## src/rtl/pixel_out_fifo.sv

```systemverilog
// pixel_out_fifo: show-ahead pixel FIFO after the gamma LUT; generates the pipeline-wide stall.
// Latency: a pixel pushed at edge N is on out_data/out_valid after edge N. There is no empty bypass.
// Backpressure: datapath_ready = (count < DEPTH), decoded from the count register only. Option macro: PIXEL_FIFO_WATERMARK_EN.

package pixel_out_fifo_pkg;
    typedef logic [7:0] color_t;
endpackage

module pixel_out_fifo
    import pixel_out_fifo_pkg::*;
#(
    parameter  int DEPTH = 8,
    localparam int CNT_W = $clog2(DEPTH) + 1
) (
    input  logic             clk,
    input  logic             resetN,
    input  logic             datapath_resetN,
    input  color_t           color_in,
    input  logic             color_in_valid,
    output logic             datapath_ready,
    output color_t           out_data,
    output logic             out_valid,
    input  logic             out_ready,
`ifdef PIXEL_FIFO_WATERMARK_EN
    input  logic             wm_clear,
    output logic [CNT_W-1:0] fifo_max_level,
`endif
    output logic [CNT_W-1:0] fifo_level
);

    localparam int PTR_W = $clog2(DEPTH);

    logic             arst_n;
    logic             push;
    logic             pop;
    logic [PTR_W-1:0] rd_ptr_q, rd_ptr_d;
    logic [PTR_W-1:0] wr_ptr_q, wr_ptr_d;
    logic [CNT_W-1:0] count_q, count_d;
    color_t           mem_q [DEPTH];

    // Either reset flushes the FIFO; the datapath reset must act without waiting for a clock edge.
    assign arst_n = resetN & datapath_resetN;

    assign datapath_ready = (count_q < CNT_W'(DEPTH));
    assign out_valid      = (count_q != '0);
    assign out_data       = mem_q[rd_ptr_q];
    assign fifo_level     = count_q;

    assign push = color_in_valid & datapath_ready;
    assign pop  = out_valid & out_ready;

    always_comb begin
        rd_ptr_d = rd_ptr_q;
        wr_ptr_d = wr_ptr_q;
        count_d  = count_q;
        if (push) begin
            wr_ptr_d = wr_ptr_q + PTR_W'(1);
        end
        if (pop) begin
            rd_ptr_d = rd_ptr_q + PTR_W'(1);
        end
        if (push && !pop) begin
            count_d = count_q + CNT_W'(1);
        end else if (pop && !push) begin
            count_d = count_q - CNT_W'(1);
        end
    end

    always_ff @(posedge clk or negedge arst_n) begin
        if (!arst_n) begin
            rd_ptr_q <= '0;
            wr_ptr_q <= '0;
            count_q  <= '0;
        end else begin
            rd_ptr_q <= rd_ptr_d;
            wr_ptr_q <= wr_ptr_d;
            count_q  <= count_d;
        end
    end

    // Storage is deliberately not reset; out_valid gates it.
    always_ff @(posedge clk) begin
        if (push) begin
            mem_q[wr_ptr_q] <= color_in;
        end
    end

`ifdef PIXEL_FIFO_WATERMARK_EN
    logic [CNT_W-1:0] max_q, max_d;

    always_comb begin
        max_d = max_q;
        if (wm_clear) begin
            max_d = count_q;
        end else if (count_d > max_q) begin
            max_d = count_d;
        end
    end

    always_ff @(posedge clk or negedge arst_n) begin
        if (!arst_n) begin
            max_q <= '0;
        end else begin
            max_q <= max_d;
        end
    end

    assign fifo_max_level = max_q;
`endif

endmodule

```

## config.mk

```make
export PLATFORM = sky130hd
export DESIGN_NAME = pixel_out_fifo
export DESIGN_NICKNAME = d
export VERILOG_FILES = /design/src/rtl/pixel_out_fifo.sv
export SDC_FILE = /design/constraint.sdc
export NUM_CORES = 1
export LEC_CHECK = 0
export CORE_ASPECT_RATIO = 1.5
export CORE_MARGIN = 2
export CORE_UTILIZATION = 45
export DETAILED_ROUTE_END_ITERATION = 12
export PLACE_DENSITY_LB_ADDON = 0.1
export SYNTH_ARGS = -nofsm -noshare
export SYNTH_HDL_FRONTEND = slang
export SYNTH_SLANG_ARGS = --single-unit
export TNS_END_PERCENT = 50
```

## constraint.sdc

```tcl
create_clock -name clk -period 2.8 [get_ports clk]
set_input_delay 0.56 -clock clk [delete_from_list [all_inputs] [get_ports clk]]
set_output_delay 0.56 -clock clk [all_outputs]
set_load 0.005 [all_outputs]
```

==> flow_metrics.tcl <==
set metrics [dict create \
    synth_edf_count 64 \
    min_period_over_period_pct 99.2 \
    holdBufCountCts 0 \
    grt_pass1_vias 1696 \
    diodes 0 \
    fin_util_pct 54.9 \
    layout-drive-gt1-share_pct 22.2 \
    route.detailed.drc 0 \
    critPathCaptureType "output port" \
    cts_buffers 9 \
    die_h_um 106 \
    cp-startpoint "rd_ptr_q[0]" \
    synth-seq-cells 74 \
    clock_sinks 74 \
    worstMarginPinSlew_ns 0.516 \
    via_count 1567 \
    synthesis.instances 156 \
    wl_mm 5.68 \
    viasPerCell 5.50 \
    cts-root-buf "clkbuf_8" \
    drv_slew 0 \
    max_freq_mhz 360 \
    drt-initial-drc-count 138 \
    ys_async_sr_fraction_pct 13.5 \
    die_w_um 71.8 \
    synth_cell_types 30 \
    fin_crit_ns 2.78 \
    power_mw 3.63 \
    status "finished clean" \
    num-nets-final 221 \
    cts.htree.levels 3 \
    gp_congestion 0.711 \
    grt_max_degree 19 \
    startpoint_type "register" \
    crit_required_ns 2.24 \
    antenna_found_initial 0 \
    synth_seq_area_share_pct 70.1 \
    synth_top_cell_by_area "edfxtp_1" \
    criticalPathCategory "register to output port" \
    min_path_type "register to register" \
    path_clk_slew_ns 0.06 \
    cts_max_path_buffers 2 \
    crit_fanout 8 \
    hold_start "wr_ptr_q[2]" \
    syn_area_sq_mm 0.00310 \
    postRouteAntennaNets 0 \
    rsz0062_at_grt "true" \
    setup_viol_count_final 0 \
    synth_area_leaders "edfxtp_1, mux4_1, dfrtp_1" \
    start_util_pct 45.9 \
    dp.cells 266 \
    area_growth_syn_to_layout_pct 19.7 \
    globalRouteOverflowTotal 0 \
    p_leak_nw 1.33 \
    peakVddDrop_uv 610 \
    die-area_sq_mm 0.00758 \
    syn-num-nets 175 \
    cp.arrival_ns 2.22 \
    core_region_area_sq_mm 0.00676 \
    fin_worst_skew_ns 0.00537 \
    synth_top_area_share_pct 62.0 \
    drt_first_pass_iters 4 \
    avgSynthCellArea_sq_um 19.9 \
    power_density_mw_per_mm2 978 \
    stdcell_count 285 \
    clk_latency_ns 0.33 \
    cts_tree "built" \
    boundaryPins 27 \
    row_count 37 \
    slew_headroom_pct 65.6 \
    avgRoutedWirePerCell_um 19.9 \
    cap_violations 0 \
    yosys_most_used_dff "edfxtp_1" \
    ys_warn_count 0 \
    portBuffers 26 \
    hold_violations 0 \
    worstReg2RegStart "fifo_level[0]" \
    dpl.hpwl_mm 3.72 \
    grt_pass1_wl_mm 8.78 \
    grt_usage_pct 16.5 \
    setup_tns_ns 0 \
]
## routing by layer
metal / track usage (%) / up-vias / share of wire, %
met2: 30.2 / 33 / 57
met5: 0 / - / 0
li1: - / 725 / -
met3: 3.35 / 5 / 3.8
met1: 17.5 / 804 / 38
met4: 8.09 / 0 / 1.0
## Yosys cell counts (2+ instances only)
library cell / instances
edfxtp_1: 64
xnor2_1: 5
mux4_1: 16
mux2_2: 11
nand2_1: 6
ha_1: 5
inv_1: 2
nand3_1: 3
clkbuf_1: 3
a21oi_1: 2
nor3_1: 3
nor2_1: 6
dfrtp_1: 10
o211ai_1: 2
nand2b_1: 3
## flip-flops by register name, indices dropped and copies added, names as in the netlist
name        flops
rd_ptr_q        3
fifo_level      4
mem_q          64
wr_ptr_q        3
## cell families (layout without fill, tap and decap cells)
group                      after synthesis  after routing  synth area share (%)
xor gates and xnor gates                 6              6                  1.69
muxes                                   28             28                  17.9
buffers and inverters                    9             60                  1.90
DFF                                     74             74                  70.1
and+or+nand+nor                         27             27                  4.48
AOI/OAI and AO/OA                        6              6                  1.33
adders and majority gates                6              6                  2.66
## where the power goes
| group | total, mW | internal, mW | switching, mW |
|---|---|---|---|
| Clock | 0.686 | 0.346 | 0.341 |
| Combinational | 1.35 | 0.839 | 0.513 |
| Sequential | 1.59 | 1.40 | 0.190 |
## critical path, stage by stage, from the launching register on
cell and delay [ns]:
dfrtp_2 0.44, clkbuf_16 0.19, mux4_1 0.55, mux2_2 0.27
clkdlybuf4s50_1 0.44
## final timing paths
kind	slack, ns	cells past startpoint	to
setup / recovery	0.02	4	out_data[2]
hold / removal	0.49	1	wr_ptr_q[2]
setup reg to reg	0.16	8	fifo_level[3]
hold reg to reg	0.49	1	wr_ptr_q[2]
max in group asynchronous	1.78	2	rd_ptr_q[1]
min in group asynchronous	0.65	2	fifo_level[2]
## metrics by stage
stage	setup slack [ns]	hold slack [ns]	area, sq um
after global routing	-0.0486	0.524	3710
after floorplan	0.163	0.457	3100
after global placement	0.171	0.473	3520
after CTS	0.00435	0.496	3680
final	0.0224	0.490	3710
after detailed placement	0.0833	0.483	3520
## final cells by class
class | instances | area, sq um
clock buffer | 15 | 156
clock inverter | 1 | 3.75
fill | 539 | 3050
inverter | 2 | 7.51
multi-input combinational | 73 | 847
sequential | 74 | 2170
tap | 78 | 97.6
timing repair buffer | 42 | 423
## layout by cell type (no fill, tap or decap)
master / n
mux4_1: 10
mux4_2: 6
clkbuf_16: 1
or3_1: 1
a2111o_1: 1
clkdlybuf4s50_1: 21
nor2b_1: 1
nand2b_1: 3
or4_1: 1
a21oi_1: 2
clkinv_1: 1
mux2i_1: 1
xor2_1: 1
dfrtp_1: 8
and2_1: 1
nor2_1: 6
clkbuf_1: 5
o21ai_0: 1
or4_4: 1
buf_12: 1
dfrtp_2: 2
o211ai_1: 2
xnor2_1: 5
fa_1: 1
dlymetal6s2s_1: 5
nand3b_1: 1
ha_1: 5
nand2_1: 6
clkbuf_8: 10
mux2_2: 11
nand3_1: 3
edfxtp_1: 64
nor3_1: 3
inv_1: 2
buf_4: 14
## repair_timing
item / in CTS / in global routing
gates resized for setup: 2 / 11
gates cloned: 0 / 1
endpoints found under the setup margin: 8 / 8
setup buffers: 1 / 1
Note: power is estimated with default switching activity, not from simulation.
